**src/rtl/api_regbank_ctrl.sv**
```systemverilog
// Host register bank between the API FIFOs and a multi-cycle compute core:
// operand/result/control registers, start/done handshake, queued read replies.
module api_regbank_ctrl #(
  parameter int DATA_W     = 64,
  parameter int ADDR_W     = 8,
  parameter int SLOT_W     = 4,
  parameter int FPGA_W     = 4,
  parameter int CMD_W      = 4,
  parameter int N_IN       = 6,
  parameter int N_OUT      = 2,
  parameter int RQ_DEPTH   = 4,
  parameter int AUTO_START = 0,
  parameter logic [CMD_W-1:0] CMD_RD = CMD_W'(1),
  parameter logic [CMD_W-1:0] CMD_WR = CMD_W'(2)
) (
  input  logic                    reset,
  input  logic                    api_clk_in,
  input  logic                    api_i_empty_in,
  output logic                    api_i_rd_en_out,
  input  logic [SLOT_W-1:0]       api_i_src_slot_in,
  input  logic [FPGA_W-1:0]       api_i_src_fpga_in,
  input  logic [ADDR_W-1:0]       api_i_src_reg_in,
  input  logic [ADDR_W-1:0]       api_i_tgt_reg_in,
  input  logic [CMD_W-1:0]        api_i_tgt_cmd_in,
  input  logic [DATA_W-1:0]       api_i_data_in,
  input  logic                    api_o_rfd_in,
  output logic                    api_o_wr_en_out,
  output logic [SLOT_W-1:0]       api_o_tgt_slot_out,
  output logic [FPGA_W-1:0]       api_o_tgt_fpga_out,
  output logic [ADDR_W-1:0]       api_o_tgt_reg_out,
  output logic [ADDR_W-1:0]       api_o_src_reg_out,
  output logic [CMD_W-1:0]        api_o_tgt_cmd_out,
  output logic [CMD_W-1:0]        api_o_src_cmd_out,
  output logic [DATA_W-1:0]       api_o_data_out,
  output logic                    core_start,
  output logic [N_IN*DATA_W-1:0]  core_in,
  input  logic                    core_done,
  input  logic [N_OUT*DATA_W-1:0] core_out
);

  localparam int PTR_W = $clog2(RQ_DEPTH);
  localparam logic [ADDR_W-1:0] CTRL_ADDR = ADDR_W'(N_IN + N_OUT);
  localparam logic [ADDR_W-1:0] LAST_IN   = ADDR_W'(N_IN - 1);
  localparam logic [PTR_W:0]    RQ_FULL   = (PTR_W + 1)'(RQ_DEPTH);

  typedef struct packed {
    logic [SLOT_W-1:0] slot;
    logic [FPGA_W-1:0] fpga;
    logic [ADDR_W-1:0] req_reg;
    logic [ADDR_W-1:0] reg_addr;
    logic [DATA_W-1:0] data;
  } rq_entry_t;

  typedef enum logic {S_IDLE, S_BUSY} core_state_t;

  logic [DATA_W-1:0] op_reg  [N_IN];
  logic [DATA_W-1:0] res_reg [N_OUT];
  rq_entry_t         rq_mem  [RQ_DEPTH];
  rq_entry_t         rq_head;
  logic [PTR_W-1:0]  rq_wptr, rq_rptr;
  logic [PTR_W:0]    rq_count;
  logic              rq_full, rq_empty, rq_push, rq_pop;

  logic accept, is_wr, is_rd, wr_ctrl;
  logic start_req, clr_req, done_evt, busy_pre, start_ok, start_bad;
  core_state_t state, state_nxt;
  logic busy;
  logic done_sticky, start_err, done_nxt, err_nxt;
  logic [7:0] run_cnt;
  logic [DATA_W-1:0] status_word, rd_data;

  // A head word is consumed only on a cycle without a pop pulse in flight.
  assign rq_full  = (rq_count == RQ_FULL);
  assign rq_empty = (rq_count == '0);
  assign accept   = !api_i_empty_in && !api_i_rd_en_out && !rq_full;
  assign is_wr    = accept && (api_i_tgt_cmd_in == CMD_WR);
  assign is_rd    = accept && (api_i_tgt_cmd_in == CMD_RD);
  assign wr_ctrl  = is_wr && (api_i_tgt_reg_in == CTRL_ADDR);

  assign start_req = (wr_ctrl && api_i_data_in[0]) ||
                     ((AUTO_START != 0) && is_wr && (api_i_tgt_reg_in == LAST_IN));
  assign clr_req   = wr_ctrl && api_i_data_in[1];

  // Completion is resolved before a same-cycle start, so that start sees an idle core.
  assign done_evt  = core_done && busy;
  assign busy_pre  = busy && !core_done;
  assign start_ok  = start_req && !busy_pre;
  assign start_bad = start_req && busy_pre;

  always_ff @(posedge api_clk_in or posedge reset) begin
    if (reset) state <= S_IDLE;
    else       state <= state_nxt;
  end

  always_comb begin
    state_nxt = state;
    case (state)
      S_IDLE:  if (start_ok) state_nxt = S_BUSY;
      S_BUSY:  if (done_evt && !start_ok) state_nxt = S_IDLE;
      default: state_nxt = S_IDLE;
    endcase
  end

  always_comb begin
    busy = (state == S_BUSY);
  end

  always_comb begin
    done_nxt = done_sticky;
    err_nxt  = start_err;
    if (done_evt)  done_nxt = 1'b1;
    if (clr_req) begin
      done_nxt = 1'b0;
      err_nxt  = 1'b0;
    end
    if (start_ok)  done_nxt = 1'b0;
    if (start_bad) err_nxt  = 1'b1;
  end

  always_comb begin
    status_word       = '0;
    status_word[0]    = busy;
    status_word[1]    = done_sticky;
    status_word[2]    = start_err;
    status_word[15:8] = run_cnt;
  end

  always_comb begin
    rd_data = '0;
    for (int k = 0; k < N_IN; k++)
      if (api_i_tgt_reg_in == ADDR_W'(k)) rd_data = op_reg[k];
    for (int k = 0; k < N_OUT; k++)
      if (api_i_tgt_reg_in == ADDR_W'(N_IN + k)) rd_data = res_reg[k];
    if (api_i_tgt_reg_in == CTRL_ADDR) rd_data = status_word;
  end

  always_ff @(posedge api_clk_in or posedge reset) begin
    if (reset) begin
      done_sticky <= 1'b0;
      start_err   <= 1'b0;
      run_cnt     <= '0;
      core_start  <= 1'b0;
    end else begin
      done_sticky <= done_nxt;
      start_err   <= err_nxt;
      core_start  <= start_ok;
      if (done_evt) run_cnt <= run_cnt + 8'd1;
    end
  end

  always_ff @(posedge api_clk_in or posedge reset) begin
    if (reset) begin
      for (int k = 0; k < N_IN; k++) op_reg[k] <= '0;
    end else begin
      for (int k = 0; k < N_IN; k++)
        if (is_wr && (api_i_tgt_reg_in == ADDR_W'(k))) op_reg[k] <= api_i_data_in;
    end
  end

  always_ff @(posedge api_clk_in or posedge reset) begin
    if (reset) begin
      for (int k = 0; k < N_OUT; k++) res_reg[k] <= '0;
    end else if (done_evt) begin
      for (int k = 0; k < N_OUT; k++) res_reg[k] <= core_out[k*DATA_W +: DATA_W];
    end
  end

  genvar g;
  generate
    for (g = 0; g < N_IN; g++) begin : g_core_in
      assign core_in[g*DATA_W +: DATA_W] = op_reg[g];
    end
  endgenerate

  always_ff @(posedge api_clk_in or posedge reset) begin
    if (reset) api_i_rd_en_out <= 1'b0;
    else       api_i_rd_en_out <= accept;
  end

  assign rq_push = is_rd;
  assign rq_pop  = !rq_empty && api_o_rfd_in && !api_o_wr_en_out;
  assign rq_head = rq_mem[rq_rptr];

  // Storage needs no reset: the pointers alone define which entries are live.
  always_ff @(posedge api_clk_in) begin
    if (rq_push)
      rq_mem[rq_wptr] <= '{slot:     api_i_src_slot_in,
                           fpga:     api_i_src_fpga_in,
                           req_reg:  api_i_src_reg_in,
                           reg_addr: api_i_tgt_reg_in,
                           data:     rd_data};
  end

  always_ff @(posedge api_clk_in or posedge reset) begin
    if (reset) begin
      rq_wptr  <= '0;
      rq_rptr  <= '0;
      rq_count <= '0;
    end else begin
      if (rq_push) rq_wptr <= rq_wptr + 1'b1;
      if (rq_pop)  rq_rptr <= rq_rptr + 1'b1;
      case ({rq_push, rq_pop})
        2'b10:   rq_count <= rq_count + 1'b1;
        2'b01:   rq_count <= rq_count - 1'b1;
        default: rq_count <= rq_count;
      endcase
    end
  end

  always_ff @(posedge api_clk_in or posedge reset) begin
    if (reset) begin
      api_o_wr_en_out    <= 1'b0;
      api_o_tgt_slot_out <= '0;
      api_o_tgt_fpga_out <= '0;
      api_o_tgt_reg_out  <= '0;
      api_o_src_reg_out  <= '0;
      api_o_tgt_cmd_out  <= '0;
      api_o_src_cmd_out  <= '0;
      api_o_data_out     <= '0;
    end else begin
      api_o_wr_en_out <= rq_pop;
      if (rq_pop) begin
        api_o_tgt_slot_out <= rq_head.slot;
        api_o_tgt_fpga_out <= rq_head.fpga;
        api_o_tgt_reg_out  <= rq_head.req_reg;
        api_o_src_reg_out  <= rq_head.reg_addr;
        api_o_tgt_cmd_out  <= CMD_WR;
        api_o_src_cmd_out  <= CMD_WR;
        api_o_data_out     <= rq_head.data;
      end
    end
  end

endmodule

```
**config.mk**
```make
export PLATFORM = sky130hd
export DESIGN_NAME = api_regbank_ctrl
export DESIGN_NICKNAME = d
export VERILOG_FILES = /design/src/rtl/api_regbank_ctrl.sv
export SDC_FILE = /design/constraint.sdc
export NUM_CORES = 1
export LEC_CHECK = 0
export BUFFER_PORTS_ARGS = -buffer_cell sky130_fd_sc_hd__buf_2
export CORE_UTILIZATION = 55
export CTS_CLUSTER_SIZE = 24
export DETAILED_ROUTE_END_ITERATION = 8
export GPL_ROUTABILITY_DRIVEN = 0
export PLACE_DENSITY = 0.75
export SYNTH_ARGS = -nofsm -noshare
export SYNTH_HDL_FRONTEND = slang
export SYNTH_SLANG_ARGS = --single-unit
```
**constraint.sdc**
```tcl
create_clock -name api_clk_in -period 38.8 [get_ports api_clk_in]
set_input_delay 3.88 -clock api_clk_in [delete_from_list [all_inputs] [get_ports api_clk_in]]
set_output_delay 3.88 -clock api_clk_in [all_outputs]
set_load 0.02 [all_outputs]
```
Yosys cells after proc, flatten, opt, wreduce, memory -nomap -nowiden. Memories as Yosys holds them, arrays and structs flattened. A register that Yosys moved wholly into a read port is not among the register bits. Cells that the tools add are included.

Memories: 1. Output and inout bits: 483. Bits of input ports: 225. Memory bits (writable): 352. Logic and storage cells: 92. Bits in registers: 534.

$add $sub $neg: 5. Equal/unequal tests: 13. Reductions and logical operators: 33. Multiplexer cells: 20. Bitwise operators: 1.

Memories: rq_mem (words 4, width 88, rd ports 1, clocked after memory_dff 1, write ports 1, RTL line 58) `rq_entry_t rq_mem [RQ_DEPTH];`.

Operator list (count): 64-bit 2-to-1 mux (9); 8-bit by 3-bit == test with 1-bit output, second input constant (4); 1-bit logical AND (20); 8-bit by 2-bit == test with 1-bit output, second input constant (2); 1-bit 2-to-1 mux (9); 8-bit by 1-bit adder with 8-bit output, second input constant (1); 8-bit by 1-bit == test with 1-bit output, second input constant (1); 8-bit by 4-bit == test with 1-bit output, second input constant (1); 1-bit zero test (8); 8-bit zero test (1); 3-bit one-hot mux with 2 select lines (1); 2-bit by 1-bit adder with 2-bit output, second input constant (2); 4-bit by 1-bit == test with 1-bit output, second input constant (1); 4-bit by 2-bit == test with 1-bit output, second input constant (1); 2-bit nonzero test (2); 3-bit by 1-bit adder with 3-bit output, second input constant (1); 3-bit == test, second input constant (1); 3-bit zero test (1); 3-bit nonzero test (1); 3-bit by 1-bit subtractor with 3-bit output, second input constant (1); 2-bit by 1-bit == test with 1-bit output, second input constant (1); 2-bit == test, second input constant (1); 1-bit one-hot mux with 2 select lines (1); 1-bit NOT (1).

Depth between registers and ports, before layout.
Word-level depth: 11. Mapped depth: 11. Depth with buffers taken out: 10.

Worst setup path after synthesis. Ideal clock, no wire load.

Path kind: input to register. Start: input port api_i_tgt_cmd_in[3]. End: memory rq_mem[0][0] (netlist bit) (enable). Setup time: 0.456 ns. Stages: 4. Data required time: 38.344 ns. Setup slack: 31.775 ns. Buffers on the path: 1. Arrival time: 6.569 ns. Path through: nor2_1 > and4b_1 > clkbuf_1 > and2_1.

Word-level cells in the longest chain between the ends: 4.

RTL lines: from (decl) (RTL line 24) `input logic [CMD_W-1:0] api_i_tgt_cmd_in,`; 4-bit by 1-bit == test with 1-bit output (RTL line 77) `assign is_rd = accept && (api_i_tgt_cmd_in == CMD_RD);`; 1-bit logical AND (RTL line 77); 1-bit 2-to-1 mux (RTL line 186) `if (rq_push)`; 1-bit 2-to-1 mux (not written as such) (RTL line 187) `rq_mem[rq_wptr] <= '{slot: api_i_src_slot_in,`; to (decl) (RTL line 58).

No other way between the ends.

==> metrics <==
clock tree buffer depth 3; Clock Power Share 0.372; Total Routing Usage GR 0.337; post-synthesis area per instance 17.4 um^2; Wirelength per Cell 31.0 um; total wire length 125000 um; Leakage Power 22.2 nW; Seq cells post-synth 974; Max Slew Vio Count 0; asr flop ratio synth 0.639; reg2reg start rq_count[2]; share of the synthesized area in the top cell type 0.386; Post-synth top flop dfrtp_1; crit-path max FO 111; critical path arrival 7.94 ns; Die ar. 0.0745 mm^2; Cell Rows 98; top sig layer met5; number of global-route vias before repair 26200; CP startpoint kind input pin; core area 0.0721 mm^2; postcts setup bufs 0; CTS tree built; Synth cell types 58; vias per cell 6.23; Reg clk slew, reported paths 0.06 ns; Post-synth EDFFs 352; clk sink count 974; most frequent cells after synthesis dfrtp_1 (622), mux2_2 (505), edfxtp_1 (352), mux4_2 (165), clkbuf_1 (75); total number of H-tree levels 3; Die W 273 um; switch share 0.273; fraction of layout cells with a size suffix above 1 0.534; Worst Tran Pin Value 1.17 ns; relative slew slack 0.222; share of the yosys chip area belonging to registers 0.648; data required time of the worst path 39.46 ns; worst min-delay path startpoint api_o_src_cmd_out[1]; crit path launch reset; Hold Buf Count CTS 0; Peak VDD IR 0.0000469 V; Gate Count Post-Synth 2317; total internal power 1.87 mW; RSZ-0062 raised after global routing no; setup tns final 0 ns; CTS resizes 0; yosys warns 0; DRC errors left 0; clk root buf clkbuf_16; HPWL Detailed 85200 um; fin crit period 7.29 ns; die height 273 um; Max Fclk 137 MHz; outcome complete, no violations; final cell count without fillers 4046; Worst Hold Class reg -> reg; Final ANT Viol Nets 0; Hold Fails Final Rpt 0; Area Growth Syn to Fin 18.6%; CP Class in -> async; Combinational Power Share 0.171; max FFs per register 384; Crit. End Element async pin; final setup fails 0; Starting Density 0.560; clk_skew 0.0304 ns; first-pass GRT wire length 182000 um; sequential power share 0.458; final period utilization 0.188; switching power total 0.702 mW; P per Cell Area 53.6 mW/mm^2; most common cell in the netlist dfrtp_1; met3 WL 10700 um; DR iter-0 viols 2372; DR pass1 iterations 6; via count 25200; top cells by area, synth dfrtp_1 (39%), edfxtp_1 (26%), mux2_2 (14%); Yosys top cell by area dfrtp_1; placed insts 3853; boundary pin count 708; worst skew pair latency 0.65 ns; met1 wire length 49500 um; GR Overflow Total 0; largest net degree at the start of global routing 112; initial antenna violation count 17; MaxCap Viol Count 0; Final nets 3236; Met2 Routed Length 58900 um; # port buffers 701; CTS Buf Count 99; Syn Std Cell Area 0.0404 mm^2
## per-layer routing
metal,GRT usage,up-vias
li1,-,10300
met4,0.150,14
met5,0,-
met1,0.458,13400
met2,0.521,1233
met3,0.0826,315
## per-stage QoR
step                      utilization  total power [mW]  hold slack, ns  area [um^2]  worst slack [ns]
after floorplan                     -              1.46           0.446        40400             17.50
after global placement          0.619              1.63           0.466        44600             30.90
after detailed placement        0.619              1.64           0.474        44600             30.73
after CTS                       0.664              2.58           0.487        47900             31.41
after global routing            0.664              2.65           0.505        47900             30.91
final                           0.664              2.57           0.486        47900             31.51
## path summary, 6_finish.rpt
kind | end | slack, ns | cells after the start
worst max-delay path | core_in[347] | 31.51 | 6
min in group asynchronous | core_in[317] | 3.35 | 2
worst min register to register | api_o_src_cmd_out[1] | 0.49 | 1
worst max register to register | rq_mem[3][9] | 35.33 | 5
max in group api_clk_in | core_in[380] | 32.08 | 6
worst min-delay path | api_o_src_cmd_out[1] | 0.49 | 1
## worst max-delay path, stage by stage
cell	delay (ns)
buf_2	0.13
inv_8	0.50
buf_4	0.82
buf_4	0.80
buf_4	0.79
buf_4	0.78
## power by group through the flow
stage	clock, mW	combinational [mW]	sequential (mW)
after floorplan	0	0.230	1.23
after global placement	0	0.434	1.19
after detailed placement	0	0.441	1.20
after CTS	0.963	0.444	1.18
after global routing	1.00	0.464	1.18
final	0.954	0.438	1.17
## kinds of logic (layout without fill, tap and decap cells)
| family | count (synthesis) | after routing | synth area share |
|---|---|---|---|
| flip-flops | 974 | 974 | 0.648 |
| AO/OA/AOI/OAI | 180 | 180 | 0.0327 |
| XOR/XNOR | 13 | 13 | 0.00282 |
| AND/OR/NAND/NOR | 195 | 195 | 0.0239 |
| other | 1 | 15 | 0.0000929 |
| multiplexers | 779 | 779 | 0.269 |
| adder cells (fa/ha/maj) | 7 | 7 | 0.00236 |
| buffers and inverters | 168 | 933 | 0.0217 |
## cell usage in the layout (no fill, tap or decap), drive strengths merged, types with 7 or more instances in the layout
| cell | count |
|---|---|
| o22ai | 40 |
| nand2 | 70 |
| xnor2 | 9 |
| a21oi | 26 |
| dfrtp | 622 |
| o21a | 30 |
| nand2b | 8 |
| clkbuf | 139 |
| diode | 9 |
| edfxtp | 352 |
| o221ai | 7 |
| a311o | 8 |
| o21ai | 10 |
| mux2 | 608 |
| a2111oi | 30 |
| nor2 | 70 |
| inv | 13 |
| nand3 | 13 |
| mux4 | 165 |
| clkinv | 35 |
| buf | 738 |
## cell type report
type                    instances  area (um^2)
flip-flops and latches        974        26100
clock inverters                45          387
multi-input cells            1180        13400
well taps                     950         1190
clock buffers                 139         2870
repair buffers                738         3800
diodes                          9         22.5
fillers                      5068        24200
inverters                      11         48.8
Note: power is estimated with default switching activity, not from simulation.
